`src/rtl/viterbi_ber_monitor.sv`:
```
// Receive-side BER monitor: searches the decoder latency against a reference history, then counts
// checked bits and residual errors. Define VITERBI_BER_FIRST_ERR_EN to add first-error capture.
module viterbi_ber_monitor #(
   parameter int unsigned MAX_LAT  = 64,
   parameter int unsigned CNT_W    = 16,
   parameter int unsigned LOCK_RUN = 32,
   parameter int unsigned WIN      = 64,
   parameter int unsigned LOSE_ERR = 8,
   localparam int unsigned LAT_W   = $clog2(MAX_LAT)
) (
   input  logic             clk,
   input  logic             rst,
   input  logic             ref_valid_i,
   input  logic             ref_bit_i,
   input  logic             dec_valid_i,
   input  logic             dec_bit_i,
   input  logic             clear_i,
   output logic             locked_o,
   output logic [LAT_W-1:0] latency_o,
   output logic [CNT_W-1:0] bit_ct_o,
   output logic [CNT_W-1:0] err_ct_o,
   output logic             overflow_o
`ifdef VITERBI_BER_FIRST_ERR_EN
   ,
   output logic [CNT_W-1:0] first_err_o,
   output logic             first_err_vld_o
`endif
);

   localparam int unsigned RUN_W  = $clog2(LOCK_RUN + 1);
   localparam int unsigned WCT_W  = $clog2(WIN + 1);
   localparam int unsigned WERR_W = $clog2(LOSE_ERR + 1);

   typedef enum logic [0:0] {StSearch, StLocked} state_e;

   state_e              state_q, state_d;
   logic [MAX_LAT-1:0]  hist_q, hist_d;
   logic [LAT_W-1:0]    k_q, k_d;
   logic [RUN_W-1:0]    run_q, run_d, run_inc;
   logic [WCT_W-1:0]    win_ct_q, win_ct_d, win_ct_inc;
   logic [WERR_W-1:0]   win_err_q, win_err_d, win_err_inc;
   logic [CNT_W-1:0]    bit_ct_q, bit_ct_d;
   logic [CNT_W-1:0]    err_ct_q, err_ct_d;
   logic                ovf_q, ovf_d;
   logic                match;
`ifdef VITERBI_BER_FIRST_ERR_EN
   logic [CNT_W-1:0]    first_err_q, first_err_d;
   logic                first_vld_q, first_vld_d;
`endif

   function automatic logic [CNT_W-1:0] sat_inc(input logic [CNT_W-1:0] v);
      return (&v) ? v : v + CNT_W'(1);
   endfunction

   // Compare against the pre-shift history, even when a new reference bit arrives this cycle.
   assign match       = (dec_bit_i == hist_q[k_q]);
   assign run_inc     = run_q + RUN_W'(1);
   assign win_ct_inc  = win_ct_q + WCT_W'(1);
   assign win_err_inc = match ? win_err_q : win_err_q + WERR_W'(1);

   always_comb begin
      state_d   = state_q;
      hist_d    = hist_q;
      k_d       = k_q;
      run_d     = run_q;
      win_ct_d  = win_ct_q;
      win_err_d = win_err_q;
      bit_ct_d  = bit_ct_q;
      err_ct_d  = err_ct_q;
`ifdef VITERBI_BER_FIRST_ERR_EN
      first_err_d = first_err_q;
      first_vld_d = first_vld_q;
`endif

      if (ref_valid_i) begin
         hist_d = {hist_q[MAX_LAT-2:0], ref_bit_i};
      end

      if (dec_valid_i) begin
         unique case (state_q)
            StSearch: begin
               if (match) begin
                  if (run_inc == RUN_W'(LOCK_RUN)) begin
                     state_d   = StLocked;
                     run_d     = '0;
                     win_ct_d  = '0;
                     win_err_d = '0;
                  end else begin
                     run_d = run_inc;
                  end
               end else begin
                  run_d = '0;
                  k_d   = k_q + LAT_W'(1);
               end
            end
            StLocked: begin
               bit_ct_d = sat_inc(bit_ct_q);
               if (!match) begin
                  err_ct_d = sat_inc(err_ct_q);
`ifdef VITERBI_BER_FIRST_ERR_EN
                  if (!first_vld_q) begin
                     first_err_d = bit_ct_q;
                     first_vld_d = 1'b1;
                  end
`endif
               end
               // Loss of lock outranks the window rollover on the same bit.
               if (!match && win_err_inc == WERR_W'(LOSE_ERR)) begin
                  state_d   = StSearch;
                  k_d       = k_q + LAT_W'(1);
                  run_d     = '0;
                  win_ct_d  = '0;
                  win_err_d = '0;
               end else if (win_ct_inc == WCT_W'(WIN)) begin
                  win_ct_d  = '0;
                  win_err_d = match ? WERR_W'(0) : WERR_W'(1);
               end else begin
                  win_ct_d  = win_ct_inc;
                  win_err_d = win_err_inc;
               end
            end
            default: state_d = StSearch;
         endcase
      end

      ovf_d = ovf_q | (&bit_ct_d) | (&err_ct_d);

      if (clear_i) begin
         bit_ct_d = '0;
         err_ct_d = '0;
         ovf_d    = 1'b0;
`ifdef VITERBI_BER_FIRST_ERR_EN
         first_err_d = '0;
         first_vld_d = 1'b0;
`endif
      end
   end

   always_ff @(posedge clk or negedge rst) begin
      if (!rst) begin
         state_q   <= StSearch;
         hist_q    <= '0;
         k_q       <= '0;
         run_q     <= '0;
         win_ct_q  <= '0;
         win_err_q <= '0;
         bit_ct_q  <= '0;
         err_ct_q  <= '0;
         ovf_q     <= 1'b0;
`ifdef VITERBI_BER_FIRST_ERR_EN
         first_err_q <= '0;
         first_vld_q <= 1'b0;
`endif
      end else begin
         state_q   <= state_d;
         hist_q    <= hist_d;
         k_q       <= k_d;
         run_q     <= run_d;
         win_ct_q  <= win_ct_d;
         win_err_q <= win_err_d;
         bit_ct_q  <= bit_ct_d;
         err_ct_q  <= err_ct_d;
         ovf_q     <= ovf_d;
`ifdef VITERBI_BER_FIRST_ERR_EN
         first_err_q <= first_err_d;
         first_vld_q <= first_vld_d;
`endif
      end
   end

   assign locked_o   = (state_q == StLocked);
   assign latency_o  = k_q;
   assign bit_ct_o   = bit_ct_q;
   assign err_ct_o   = err_ct_q;
   assign overflow_o = ovf_q;
`ifdef VITERBI_BER_FIRST_ERR_EN
   assign first_err_o     = first_err_q;
   assign first_err_vld_o = first_vld_q;
`endif

endmodule

```
`config.mk`:
```
export PLATFORM = sky130hd
export DESIGN_NAME = viterbi_ber_monitor
export DESIGN_NICKNAME = d
export VERILOG_FILES = /design/src/rtl/viterbi_ber_monitor.sv
export SDC_FILE = /design/constraint.sdc
export NUM_CORES = 1
export LEC_CHECK = 0
export ABC_AREA = 0
export BUFFER_PORTS_ARGS = -buffer_cell sky130_fd_sc_hd__buf_2
export CAP_MARGIN = 20
export CORE_ASPECT_RATIO = 1.1
export CORE_UTILIZATION = 40
export CTS_BUF_LIST = sky130_fd_sc_hd__clkbuf_8
export CTS_CLUSTER_DIAMETER = 150
export DETAILED_ROUTE_END_ITERATION = 7
export GPL_TIMING_DRIVEN = 0
export PLACE_DENSITY = 0.55
export SLEW_MARGIN = 15
export SYNTH_ARGS = -nofsm -noshare
export SYNTH_HDL_FRONTEND = slang
export SYNTH_SLANG_ARGS = --single-unit
```
`constraint.sdc`:
```
create_clock -name clk -period 2.95 [get_ports clk]
set_input_delay 0.4425 -clock clk [delete_from_list [all_inputs] [get_ports clk]]
set_output_delay 0.4425 -clock clk [all_outputs]
set_load 0.03 [all_outputs]
```
==> results of run 1 <==
## routing by layer
metal / track usage [%] / up-vias / share of wire (%)
met5: 0 / - / 0.10
met2: 33.3 / 131 / 50
met4: 9.19 / 2 / 2.8
li1: - / 2569 / -
met1: 23.4 / 2668 / 43
met3: 4.18 / 38 / 3.7
## cells by family after synthesis
family / Yosys count
AOI/OAI and AO/OA: 106
xor gates and xnor gates: 30
adders and majority gates: 6
buffers and inverters: 49
DFF: 121
muxes: 96
and+or+nand+nor: 234
## synthesized netlist by cell type (5+ instances only)
master	n
or4_1	6
and3_1	12
nand2_1	46
mux4_2	7
xnor2_1	20
xor2_1	10
o21ai_1	16
mux2i_1	22
clkbuf_1	14
o31ai_1	5
and2_1	6
nor4_1	8
or3_1	5
dfrtp_1	121
a21oi_1	9
mux2_2	65
ha_1	6
nor2_1	55
a211oi_1	8
nor3_1	14
nand4_1	17
nand3_1	29
buf_2	10
inv_1	16
nor2b_1	5
o21ai_0	18
## state kept, by name, summed over array words and instances, names as in the netlist
register and cells:
overflow_o 1, locked_o 1, win_err_q 4, win_ct_q 7
err_ct_o 16, latency_o 6, run_q 6, bit_ct_o 16
hist_q 64
## power by group through the flow
stage               clock (µW)  combinational, µW  sequential, µW
floorplan                    0               1270            2280
CTS                       1600               2090            2240
detailed placement           0               1770            2280
finish                    1560               2500            2260
global placement             0               1740            2270
global route              1660               2700            2300
## area by class of cell
class,count,area [µm²],area share [%]
clock buffer,20,275,3.29
multi-input combinational,473,3890,46.5
tap,204,255,3.05
buffer,32,239,2.85
sequential,121,3040,36.3
timing repair buffer,73,475,5.68
clock inverter,12,140,1.67
inverter,16,60.1,0.717
## stage by stage
| stage | instance area [µm²] | std cells |
|---|---|---|
| floorplan | 6780 | 642 |
| global placement | 7250 | 890 |
| detailed placement | 7290 | 891 |
| CTS | 7950 | 938 |
| global route | 8370 | 951 |
| finish | 8370 | 951 |
## worst max-delay path, stage by stage (launching register included)
cell,delay (ps)
dfrtp_2,390
buf_8,130
buf_12,120
mux4_2,480
nand2b_4,170
a211o_4,380
nand4_4,120
nand4_4,200
buf_4,200
a21bo_4,250
or2_4,280
o31ai_2,170
## repair_timing
| action | CTS | global route |
|---|---|---|
| hold buffers | 1 | 0 |
| setup buffers | 14 | 12 |
| setup endpoints to repair | 30 | 30 |
| cloned | 1 | 1 |
| pin swaps | 8 | 28 |
| hold endpoints to repair | 42 | 0 |
| resized for setup | 26 | 73 |
## worst max path at each step
stage	endpoint	slack (ps)	cells past startpoint
2_1_floorplan	overflow_o$_DFF_PN0_	50	10
3_3_place_gp	latency_o[0]$_DFFE_PN0P_	-360	1
3_5_place_dp	overflow_o$_DFF_PN0_	-270	11
4_1_cts	latency_o[5]$_DFFE_PN0P_	0.3	11
5_1_grt	win_ct_q[4]$_DFFE_PN0P_	-120	11
6_report	win_ct_q[5]$_DFFE_PN0P_	-30	11
==> flow_summary.toml, run 1 <==
[run_status]
status = "finished with violations"
violations = "negative setup slack"

[power]
comb_power_share_pct = 39.7
seqPwrFrac_pct = 35.7
power_uw = 6320
leakagePower_uw = 0.00354
p_sw_uw = 2290
swShare_pct = 36.3
power_density_nw_per_um2 = 754
peakVddDrop_mv = 0.498
clkPwrFrac_pct = 24.6
p_int_uw = 4020

[place]
finalWeightedCongestion = 0.862
port_buffers = 44
post-place-ws_ps = -267
hpwlAfterDp_um = 11200

[floorplanning]
fp-row-count = 49
start_util_pct = 41.2
io_pins = 47
dieWidth_um = 126
dieHeight_um = 139
dieArea_um2 = 17500
coreArea_um2 = 16400

[synth]
yosys.area_share.simple_pct = 18.4
seq_area_frac_synth_pct = 44.7
syn_area_per_cell_um2 = 10.6
synth_top_family_by_area = "simple AND/OR/NAND/NOR gates"
synth_top_area_share_pct = 44.7
ys.flop_type = "dfrtp_1"
syn-instance-count = 642
synth_area_leaders = "dfrtp_1 45%, mux2_2 11%, mux2i_1 3.3%"
synth.cell_area_um2 = 6780
ys_warn_count = 0
synthMuxAreaShare_pct = 16.9
yosysTopAreaCell = "dfrtp_1"
synth-xor-area-share_pct = 3.88
synth_fa_ha_area_share_pct = 1.11
async_flop_share_pct = 100
synth_edf_count = 0
synthDistinctLibCells = 78
synth_compound_area_share_pct = 11.2
ys_ff_latch = 121
syn_nets = 655

[critical_path]
critical_path_class = "flop to flop"
crit_path_end_kind = "flop"
worstPathMaxFanout = 9
cp-start-kind = "flop"
reg2reg_slack_ps = -30
cp.required_ps = 3320
r2r_start = "latency_o[1]$_DFFE_PN0P_"
regToRegEndpoint = "win_ct_q[5]$_DFFE_PN0P_"
reg2reg_depth = 11
worst_ep_arrival_time_ps = 3350
cp-startpoint = "latency_o[1]$_DFFE_PN0P_"

[min_path]
worstHoldPathType = "primary input to flop"
holdPathEnd = "hist_q[0]$_DFFE_PN0P_"
hold_start = "ref_bit_i"
whs_path_depth = 2

[clock_network]
insertion_delay_ps = 460
cts_buffers = 17
htree_num_levels = 4
cts_buffer_depth = 2
cts_tree = "yes"
cts_sinks = 121
clkSlewWorstSetupHoldPaths_ps = 80
cts_root_buf = "clkbuf_8"

[sta]
final.setup.worst_slack_ps = -26.3
fmax_mhz = 336
hold_ws_ps = 213
final.min_clock_period_ps = 2980
tightestPinTransition_ps = 611
hold_viol_final = 0
final_min_period_over_clock_period_pct = 101
rsz0062_at_grt = "yes"
slew_headroom_pct = 59.0
setup_viol = 3
slew_violations = 0
finalSetupTns_ps = -72.3
skew_ps = 11.7

[global_route]
grt_start_max_net_pins = 80
antenna_found_initial = 1
grt_util_all_layers_pct = 19.5
grt_pass1_wl_um = 26900
grt_pass1_vias = 5455
grt.overflow.total = 0

[run]
maxCapViolations = 0

[finish]
layout_commonest_cell = "dfrtp_1"
antenna_cells = 0
post_route_cells_drive_above_1_share_pct = 36.8
nFillCells = 1504
fin_nets = 747
final_cell_mix = "114 x dfrtp_1, 65 x mux2_2, 49 x nor2_1"
areaGrowthSynthToFinish_pct = 23.6
utilization_pct = 51.0

[drt]
via_per_inst = 5.69
ant_nets = 0
wl_um = 16400
drt_first_pass_iters = 5
wl_per_cell_um = 17.2
drt_iter0_markers = 267
drc = 0
num_vias = 5408
No activity file was read; power rests on OpenSTA's default activity.
==> inputs of run 2 (changes only) <==
--- a/config.mk
+++ b/config.mk
@@ -9,12 +9,13 @@
 export BUFFER_PORTS_ARGS = -buffer_cell sky130_fd_sc_hd__buf_2
 export CAP_MARGIN = 20
 export CORE_ASPECT_RATIO = 1.1
-export CORE_UTILIZATION = 40
+export CORE_UTILIZATION = 52
 export CTS_BUF_LIST = sky130_fd_sc_hd__clkbuf_8
 export CTS_CLUSTER_DIAMETER = 150
 export DETAILED_ROUTE_END_ITERATION = 7
 export GPL_TIMING_DRIVEN = 0
-export PLACE_DENSITY = 0.55
+export PLACE_DENSITY = 0.69
+export REMOVE_ABC_BUFFERS = 1
 export SLEW_MARGIN = 15
 export SYNTH_ARGS = -nofsm -noshare
 export SYNTH_HDL_FRONTEND = slang
==> run 2 against run 1 <==
The flow still finishes with violations (negative setup slack); highest routed layer is now met4; clock skew shrank 2.3 ps; non-clock buffer count shrank 28; sequential cell count is the same; sequential power grew 5%; final area shrank 3.8%; power shrank 5.2%; critical endpoint is now win_ct_q[4]$_DFFE_PN0P_; utilization grew 13 points; critical path type unchanged.
==> flow_summary.toml, run 2 (synthesis gave the netlist of run 1 again) <==
[power]
power_uw = 5990
swShare_pct = 36.4
peakVddDrop_mv = 0.700
seqPwrFrac_pct = 39.6
clkPwrFrac_pct = 23.2
comb_power_share_pct = 37.2
p_sw_uw = 2180
leakagePower_uw = 0.00345
p_int_uw = 3810
power_density_nw_per_um2 = 744

[sta]
tightestPinTransition_ps = 769
setup_viol = 4
rsz0062_at_grt = "yes"
fmax_mhz = 335
final.min_clock_period_ps = 2990
slew_violations = 0
hold_viol_final = 0
skew_ps = 9.46
slew_headroom_pct = 48.7
final_min_period_over_clock_period_pct = 101
hold_ws_ps = 235
final.setup.worst_slack_ps = -37.1

[finish]
areaGrowthSynthToFinish_pct = 18.8
nFillCells = 997
largest_register_ff_count = 64
utilization_pct = 63.7
fin_nets = 718
regMostFlops = "hist_q"
post_route_cells_drive_above_1_share_pct = 33.8
antenna_cells = 0
layout_commonest_cell = "dfrtp_1"
final_cell_mix = "114 x dfrtp_1, 65 x mux2_2, 49 x nor2_1"

[global_route]
grt_start_max_net_pins = 86
grt_pass1_wl_um = 25500
grt_pass1_vias = 5327
antenna_found_initial = 0
grt.overflow.total = 0
grt_util_all_layers_pct = 23.6

[floorplanning]
coreArea_um2 = 12600
io_pins = 47
dieWidth_um = 111
dieHeight_um = 122
dieArea_um2 = 13500
start_util_pct = 53.6
fp-row-count = 43

[place]
finalWeightedCongestion = 0.874
hpwlAfterDp_um = 9950
post-place-ws_ps = -947
port_buffers = 46

[drt]
wl_per_cell_um = 17.9
wl_um = 15600
drc = 0
drt_first_pass_iters = 5
ant_nets = 0
via_per_inst = 6.08
num_vias = 5324
drt_iter0_markers = 310

[clock_network]
cts_buffers = 17
cts_sinks = 121
insertion_delay_ps = 450
clkSlewWorstSetupHoldPaths_ps = 70
cts_tree = "yes"
htree_num_levels = 4
cts_buffer_depth = 2
cts_root_buf = "clkbuf_8"

[critical_path]
worst_ep_arrival_time_ps = 3350
cp.required_ps = 3310
cp-startpoint = "latency_o[0]$_DFFE_PN0P_"
critical_path_class = "flop to flop"
r2r_start = "latency_o[0]$_DFFE_PN0P_"
cp-start-kind = "flop"
worstPathMaxFanout = 8
reg2reg_depth = 10
crit_path_end_kind = "flop"

[run_status]
violations = "negative setup slack"
status = "finished with violations"

[min_path]
hold_start = "ref_bit_i"
whs_path_depth = 2
worstHoldPathType = "primary input to flop"

[run]
maxCapViolations = 0
## run 2: changes by cell type in the layout (fill, tap and decap cells not counted), moves of 3 or more
| cell | before | now |
|---|---|---|
| buf_2 | 48 | 44 |
| buf_6 | 9 | 5 |
| clkbuf_1 | 13 | 0 |
| clkinv_2 | 1 | 4 |
| clkinv_4 | 4 | 1 |
| dfrtp_2 | 7 | 4 |
| dfrtp_4 | 0 | 3 |
| inv_1 | 16 | 20 |
| o21ai_1 | 8 | 12 |
| o21ai_2 | 7 | 3 |
## run 2: power by group through the flow
stage          Sequential (µW)  Clock [µW]  Combinational [µW]
2_1_floorplan             2380           0                1030
3_3_place_gp              2410           0                1420
3_5_place_dp              2430           0                1470
4_1_cts                   2360        1420                1850
5_1_grt                   2420        1480                2400
6_report                  2370        1390                2230
## run 2: per-layer routing
layer	wire (µm)	share of wire, %	global-route usage, %
met5	0	0	0
met3	624	4.0	5.07
met1	6550	42	28.6
met4	306	2.0	10.6
met2	8140	52	40.8
## run 2: final cells by class
cell class,instances,area (µm²),area share (%)
timing repair buffer,77,529,6.57
clock buffer,21,289,3.59
clock inverter,11,81.3,1.01
sequential,121,3040,37.8
tap,157,196,2.44
multi-input combinational,472,3850,47.8
inverter,16,60.1,0.746
## run 2: worst paths after layout
kind,end,slack (ps)
worst min register to register,run_q[5]$_DFFE_PN0P_,500
worst max-delay path,win_ct_q[4]$_DFFE_PN0P_,-40
worst max register to register,win_ct_q[4]$_DFFE_PN0P_,-40
min in group asynchronous,win_ct_q[3]$_DFFE_PN0P_,460
worst min-delay path,hist_q[0]$_DFFE_PN0P_,240
max in group asynchronous,latency_o[0]$_DFFE_PN0P_,1760
## run 2: repair_timing
action | 4_1_cts | 5_1_grt
hold buffers | 1 | 0
resized for setup | 39 | 43
endpoints found under the hold margin | 36 | 0
setup endpoints to repair | 41 | 18
buffers inserted | 12 | 17
pin swaps | 9 | 17
## run 2: worst max-delay path, stage by stage, from the launching register on
cell      delay (ps)
dfrtp_4          540
buf_8            150
or3b_4           460
o221ai_4         260
a211oi_4          80
o211ai_1         300
nand4_4          210
buf_6            180
a21bo_4          230
or2_4            290
o31ai_2          200
## run 2: metrics by stage
| stage | cell area, µm² | TNS [ps] | cells |
|---|---|---|---|
| 5_1_grt | 8050 | -969 | 875 |
| 4_1_cts | 7690 | 0 | 858 |
| 3_3_place_gp | 7000 | -25520 | 812 |
| 2_1_floorplan | 6570 | -7240 | 609 |
| 6_report | 8050 | -63.9 | 875 |
| 3_5_place_dp | 7040 | -27350 | 813 |
